`src/rtl/handshake_tx_arb_if.sv`:
```
// Bundle of the arbitrated source-side req/ack handshake signals.
// No logic, no latency; groups channel requests, the far-side req/ack pair and status outputs.
// Backpressure is carried by sready/sidle per channel and sreq/sack towards the far side.
// Ports: master = engine side (drives sidle/sreq/sdata/schan/done/err/xfer_cnt),
//        slave  = environment side (drives sready/din/sack).
interface handshake_tx_arb_if #(
  parameter int WIDTH = 8,
  parameter int CH    = 4,
  parameter int CNTW  = 16
);
  localparam int CHW = $clog2(CH);

  logic [CH-1:0]       sready;
  logic [CH*WIDTH-1:0] din;
  logic [CH-1:0]       sidle;
  logic                sreq;
  logic                sack;
  logic [WIDTH-1:0]    sdata;
  logic [CHW-1:0]      schan;
  logic                done;
  logic                err;
  logic [CNTW-1:0]     xfer_cnt;

  modport master (
    input  sready, din, sack,
    output sidle, sreq, sdata, schan, done, err, xfer_cnt
  );

  modport slave (
    output sready, din, sack,
    input  sidle, sreq, sdata, schan, done, err, xfer_cnt
  );
endinterface

```
`src/rtl/handshake_tx_arb.sv`:
```
// Round-robin multi-channel source for a 4-phase req/ack handshake, with ack timeout/abort and transfer count.
// Latency: sready seen at edge N -> sreq high after edge N; done/err are registered 1-cycle pulses.
// Backpressure: a channel holds sready until its sidle falls; no grant while a stale sack is still high.
// Ports: clk, rst (sync, active-high); bus.master: sready/din in, sidle out, sreq out / sack in,
//        sdata/schan (granted word and its channel), done/err pulses, xfer_cnt (completed transfers).
module handshake_tx_arb #(
  parameter int WIDTH   = 8,
  parameter int CH      = 4,
  parameter int TIMEOUT = 255,
  parameter int CNTW    = 16
) (
  input  logic                 clk,
  input  logic                 rst,
  handshake_tx_arb_if.master   bus
);
  localparam int CHW = $clog2(CH);
  localparam int TW  = $clog2(TIMEOUT + 1);

  typedef enum logic [1:0] {IDLE, REQ, ACK_HI, WAIT_LO} state_t;

  state_t           state_q, state_d;
  logic             sreq_q, sreq_d;
  logic [WIDTH-1:0] sdata_q, sdata_d;
  logic [CHW-1:0]   schan_q, schan_d;
  logic             done_q, done_d;
  logic             err_q, err_d;
  logic [CNTW-1:0]  cnt_q, cnt_d;
  logic [CHW-1:0]   ptr_q, ptr_d;
  logic [TW-1:0]    tcnt_q, tcnt_d;
  logic [TW-1:0]    tcnt_inc;

  logic             gnt_vld;
  logic [CHW-1:0]   gnt;
  logic [CHW:0]     cand;
  logic [CH-1:0]    sidle_w;

  // Round-robin search: first requesting channel at or after ptr, wrapping at CH.
  // cand carries one extra bit so the wrap also works for non-power-of-two CH.
  always_comb begin
    gnt_vld = 1'b0;
    gnt     = '0;
    cand    = '0;
    for (int j = 0; j < CH; j++) begin
      cand = {1'b0, ptr_q} + (CHW+1)'(j);
      if (cand >= (CHW+1)'(CH)) cand = cand - (CHW+1)'(CH);
      if (!gnt_vld && bus.sready[cand[CHW-1:0]]) begin
        gnt_vld = 1'b1;
        gnt     = cand[CHW-1:0];
      end
    end
  end

  always_comb begin
    state_d  = state_q;
    sreq_d   = sreq_q;
    sdata_d  = sdata_q;
    schan_d  = schan_q;
    done_d   = 1'b0;
    err_d    = 1'b0;
    cnt_d    = cnt_q;
    ptr_d    = ptr_q;
    tcnt_d   = tcnt_q;
    tcnt_inc = tcnt_q + TW'(1);
    case (state_q)
      IDLE: begin
        // A sack still high from an earlier transfer blocks new grants.
        if (gnt_vld && !bus.sack) begin
          sdata_d = bus.din[int'(gnt)*WIDTH +: WIDTH];
          schan_d = gnt;
          sreq_d  = 1'b1;
          ptr_d   = (gnt == CHW'(CH-1)) ? '0 : gnt + CHW'(1);
          tcnt_d  = '0;
          state_d = REQ;
        end
      end
      REQ: begin
        tcnt_d = tcnt_inc;
        // sack is checked first so an ack in the expiring cycle still completes normally.
        if (bus.sack) begin
          sreq_d  = 1'b0;
          state_d = ACK_HI;
        end else if (tcnt_inc >= TW'(TIMEOUT)) begin
          sreq_d  = 1'b0;
          err_d   = 1'b1;
          state_d = WAIT_LO;
        end
      end
      ACK_HI: begin
        if (!bus.sack) begin
          done_d  = 1'b1;
          cnt_d   = cnt_q + CNTW'(1);
          state_d = IDLE;
        end
      end
      WAIT_LO: begin
        // Abort path: a late ack is simply allowed to fall before going idle.
        if (!bus.sack) state_d = IDLE;
      end
      default: state_d = IDLE;
    endcase
  end

  always_ff @(posedge clk) begin
    if (rst) begin
      state_q <= IDLE;
      sreq_q  <= 1'b0;
      sdata_q <= '0;
      schan_q <= '0;
      done_q  <= 1'b0;
      err_q   <= 1'b0;
      cnt_q   <= '0;
      ptr_q   <= '0;
      tcnt_q  <= '0;
    end else begin
      state_q <= state_d;
      sreq_q  <= sreq_d;
      sdata_q <= sdata_d;
      schan_q <= schan_d;
      done_q  <= done_d;
      err_q   <= err_d;
      cnt_q   <= cnt_d;
      ptr_q   <= ptr_d;
      tcnt_q  <= tcnt_d;
    end
  end

  // Only the channel owning the in-flight transfer sees sidle low.
  always_comb begin
    sidle_w = '1;
    for (int i = 0; i < CH; i++) begin
      if (state_q != IDLE && schan_q == CHW'(i)) sidle_w[i] = 1'b0;
    end
  end

  assign bus.sidle    = sidle_w;
  assign bus.sreq     = sreq_q;
  assign bus.sdata    = sdata_q;
  assign bus.schan    = schan_q;
  assign bus.done     = done_q;
  assign bus.err      = err_q;
  assign bus.xfer_cnt = cnt_q;
endmodule

```
`src/flat_wrapper.sv`:
```
// flat-port wrapper written by rule: the top's interface ports become plain ports
module handshake_tx_arb_flat 
#(
  parameter int WIDTH   = 8,
  parameter int CH      = 4,
  parameter int TIMEOUT = 255,
  parameter int CNTW    = 16
)
  (clk, rst, bus_sready, bus_din, bus_sack, bus_sidle, bus_sreq, bus_sdata, bus_schan, bus_done, bus_err, bus_xfer_cnt);
  handshake_tx_arb_if #(.WIDTH(WIDTH), .CH(CH), .CNTW(CNTW)) bus_i ();
  input  logic clk;
  input  logic rst;
  input wire logic [$bits(bus_i.sready)-1:0] bus_sready;
  input wire logic [$bits(bus_i.din)-1:0] bus_din;
  input wire logic [$bits(bus_i.sack)-1:0] bus_sack;
  output wire logic [$bits(bus_i.sidle)-1:0] bus_sidle;
  output wire logic [$bits(bus_i.sreq)-1:0] bus_sreq;
  output wire logic [$bits(bus_i.sdata)-1:0] bus_sdata;
  output wire logic [$bits(bus_i.schan)-1:0] bus_schan;
  output wire logic [$bits(bus_i.done)-1:0] bus_done;
  output wire logic [$bits(bus_i.err)-1:0] bus_err;
  output wire logic [$bits(bus_i.xfer_cnt)-1:0] bus_xfer_cnt;
  assign bus_i.sready = bus_sready;
  assign bus_i.din = bus_din;
  assign bus_i.sack = bus_sack;
  assign bus_sidle = bus_i.sidle;
  assign bus_sreq = bus_i.sreq;
  assign bus_sdata = bus_i.sdata;
  assign bus_schan = bus_i.schan;
  assign bus_done = bus_i.done;
  assign bus_err = bus_i.err;
  assign bus_xfer_cnt = bus_i.xfer_cnt;
  handshake_tx_arb #(.WIDTH(WIDTH), .CH(CH), .TIMEOUT(TIMEOUT), .CNTW(CNTW)) u_core (.clk(clk), .rst(rst), .bus(bus_i));
endmodule
```
`config.mk`:
```
export PLATFORM = sky130hd
export DESIGN_NAME = handshake_tx_arb_flat
export DESIGN_NICKNAME = d
export VERILOG_FILES = /design/src/rtl/handshake_tx_arb_if.sv /design/src/rtl/handshake_tx_arb.sv /design/src/flat_wrapper.sv
export SDC_FILE = /design/constraint.sdc
export NUM_CORES = 1
export LEC_CHECK = 0
export ABC_AREA = 1
export CAP_MARGIN = 20
export CELL_PAD_IN_SITES_DETAIL_PLACEMENT = 0
export CELL_PAD_IN_SITES_GLOBAL_PLACEMENT = 1
export CORE_MARGIN = 4
export CORE_UTILIZATION = 30
export DETAILED_ROUTE_END_ITERATION = 16
export MAX_ROUTING_LAYER = met4
export PLACE_DENSITY_LB_ADDON = 0.1
export SYNTH_ARGS = -nofsm -noshare
export SYNTH_HDL_FRONTEND = slang
export SYNTH_SLANG_ARGS = --single-unit
```
`constraint.sdc`:
```
create_clock -name clk -period 2.8 [get_ports clk]
set_input_delay 0.56 -clock clk [delete_from_list [all_inputs] [get_ports clk]]
set_output_delay 0.56 -clock clk [all_outputs]
set_load 0.01 [all_outputs]
```
==> run metrics <==
Die Area 9700 um2; Startpoint Class input pin; f_max approximately 0.43 GHz; share of post-route cells with drive strength above 1 0.0749; GP Congestion roughly 0.85; crit-path max FO 7; Worst R2R Setup Slack around 0.63 ns; CP Data Required Time 2.99 ns; FF-to-FF path depth 13; final core occ 0.426; kind of critical path input pin to register; unrepaired setup endpoints after global routing no; YS warnings 0; capture point of the worst reg-to-reg path u_core.bus.sdata[1]$_SDFFE_PP0P_; Final nets 495; Power Total 0.00207 W; Max Buffers Root-to-Sink 2; leak pwr 1.39 nW; Global Route Usage Sum 0.140; Slew @ Worst Pin 0.579 ns; largest area contributor in the netlist dfxtp_1; Max VDD drop 221 uV; DRT Pass-1 Iters 4; DPL Wire Length about 5000 um; worst min path class register to register; Setup Buffers After CTS 0; Post-synth EDFFs 0; final hold violation count 0; Vias per Instance 4.58; Post-Syn Area approximately 2500 um2; # diodes 0; CTS Buf Count 5; fin. max-slew vios 0; Antenna Nets Post-Route 0; final setup fails 0; Critical Path End Type register; critical path endpoint u_core.bus.xfer_cnt[10]$_SDFFE_PP0P_; routed vias 2,544; Clock transition at path regs 0.08 ns; filler cell count 863; initial antenna violation count 0; area growth from synthesis to layout 36.1%; most frequent cells after synthesis nand2_1 (91), inv_1 (55), dfxtp_1 (41), nand3_1 (41), nor2_1 (34); Die H 98.5 um; global-route wire length before repair 11,200 um; Worst slew margin 0.614; # IOs slightly above 70; Design Area, Final roughly 3300 um2; post-synth cell types 33; Tmin final about 2.3 ns; Clock Root Buffer clkbuf_8; largest net degree at the start of global routing 23; placed instance area about 3300 um2; Critical Path Max Stage Delay about 0.46 ns; CTS tree yes; cell count after synthesis 380; H-tree levels 2; initial core utilization 0.313; number of cell rows 32; CP startpoint bus_sack; synthesized net count between 400 and 500; crit path max-delay cell type clkdlybuf4s50_1; WL/cell 11.7 um; Layout Skew 0.00729 ns; mean post-synth cell area 6.47 um2; port bufs between 70 and 80; hold buffers post-CTS 0; Die Span X ~99 um; max-cap check violation count 0; clock sink count 41; Synth top area share 0.334; Top FF cell, synth dfxtp_1; vias in the first global route 2,471; status complete, no violations; sequential area share after synthesis 0.334; WP data arrival roughly 2.5 ns; PwrDens 620 nW/um2; DRT iter0 DRCs 88; GRT overflow 0; Critical R2R Launch u_core.ptr_q[0]$_SDFFE_PP0P_; count leader, synth nand2_1; register bit total from synthesis slightly above 40; share of synthesized registers carrying an async set or reset 0; CP cell instances clkdlybuf4s50_1, inv_1, nand3_2, nor3_1, nand2_1, nor2_1, nand2_1, nor2_2, nand2_1, o21ai_0, a21oi_1; post-cts resize count 0; core area 7850 um2; Clk Latency, worst-skew pair slightly below 0.3 ns; DRT Wirelength 6520 um; drt drc 0; Synth area leaders dfxtp_1 (33%), nand2_1 (14%), inv_1 (8.4%); Critical Path Most Common Cell nand2_1; final period utilization 0.823; setup TNS 0 ns
==> cell families (layout without fill, tap and decap cells) <==
kind of cell / count (synthesis) / count (layout) / share of synthesized area
adders and majority gates: 3 / 3 / 0.0153
AOI/OAI and AO/OA: 48 / 48 / 0.106
DFF: 41 / 41 / 0.334
buffers and inverters: 70 / 144 / 0.120
xor gates and xnor gates: 7 / 7 / 0.0249
and+or+nand+nor: 211 / 211 / 0.399
==> critical path: cells and delay by family <==
kind / cells / cell delay, ns
AO/OA/AOI/OAI: 2 / 0.24
buffers and inverters: 2 / 0.62
AND/OR/NAND/NOR: 7 / 1.06
==> sequential cells by signal, indices dropped and copies added (netlist names) <==
| name | cells |
|---|---|
| u_core.bus.sdata | 8 |
| u_core.bus.sreq | 1 |
| u_core.tcnt_q | 8 |
| u_core.bus.err | 1 |
| u_core.ptr_q | 2 |
| u_core.bus.done | 1 |
| u_core.bus.xfer_cnt | 16 |
| u_core.state_q | 2 |
| u_core.bus.schan | 2 |
==> per-stage QoR <==
stage | instances | hold WS, ns | setup slack [ns]
final | 556 | 0.471 | 0.496
after detailed placement | 548 | 0.462 | 0.230
after CTS | 556 | 0.473 | 0.536
after global placement | 548 | 0.455 | 0.263
after global routing | 556 | 0.506 | 0.300
after floorplan | 380 | 0.439 | 0.953
==> cell type report <==
type,count,area (um2),area share
timing repair buffer,75,741,0.221
inverter,61,234,0.0700
multi-input combinational,269,1340,0.401
clock buffer,8,80.1,0.0239
sequential,41,821,0.245
tap,102,128,0.0382
==> layout by cell type (no fill, tap or decap), drive strengths merged <==
cell and n:
nand2 96, clkdlybuf4s50 71, inv 61, nand3 46, dfxtp 41, nor2 38
a21oi 25, nand4 16, o21ai 16, nor3 9, clkbuf 8, xor2 5
buf 4, or2 3, ha 3, xnor2 2, o211ai 2, nor4 2
and2 1, o21a 1, o221a 1, a211oi 1, a31o 1, a31oi 1
==> routing by layer <==
layer / up-vias / global-route usage / part of all wire
met5: - / - / 0
met4: 0 / 0.0252 / 0.0038
met3: 2 / 0.0439 / 0.045
met2: 39 / 0.224 / 0.47
met1: 1132 / 0.176 / 0.48
li1: 1371 / - / -
==> power by group <==
| part | switching (W) | internal, W | total, W |
|---|---|---|---|
| sequential | 0.0000562 | 0.000642 | 0.000699 |
| combinational | 0.000614 | 0.000386 | 0.00100 |
| clock | 0.000197 | 0.000177 | 0.000374 |
| total | 0.000866 | 0.00121 | 0.00207 |
==> worst min-delay path by stage <==
stage	endpoint	cells after the start	startpoint
floorplan	u_core.tcnt_q[6]$_SDFFE_PP0P_	2	u_core.tcnt_q[6]$_SDFFE_PP0P_
global route	u_core.tcnt_q[7]$_SDFFE_PP0P_	2	u_core.tcnt_q[7]$_SDFFE_PP0P_
detailed placement	u_core.tcnt_q[6]$_SDFFE_PP0P_	2	u_core.tcnt_q[6]$_SDFFE_PP0P_
CTS	u_core.tcnt_q[6]$_SDFFE_PP0P_	2	u_core.tcnt_q[6]$_SDFFE_PP0P_
finish	u_core.tcnt_q[6]$_SDFFE_PP0P_	2	u_core.tcnt_q[6]$_SDFFE_PP0P_
global placement	u_core.tcnt_q[6]$_SDFFE_PP0P_	2	u_core.tcnt_q[6]$_SDFFE_PP0P_
No activity file was read; power rests on OpenSTA's default activity.
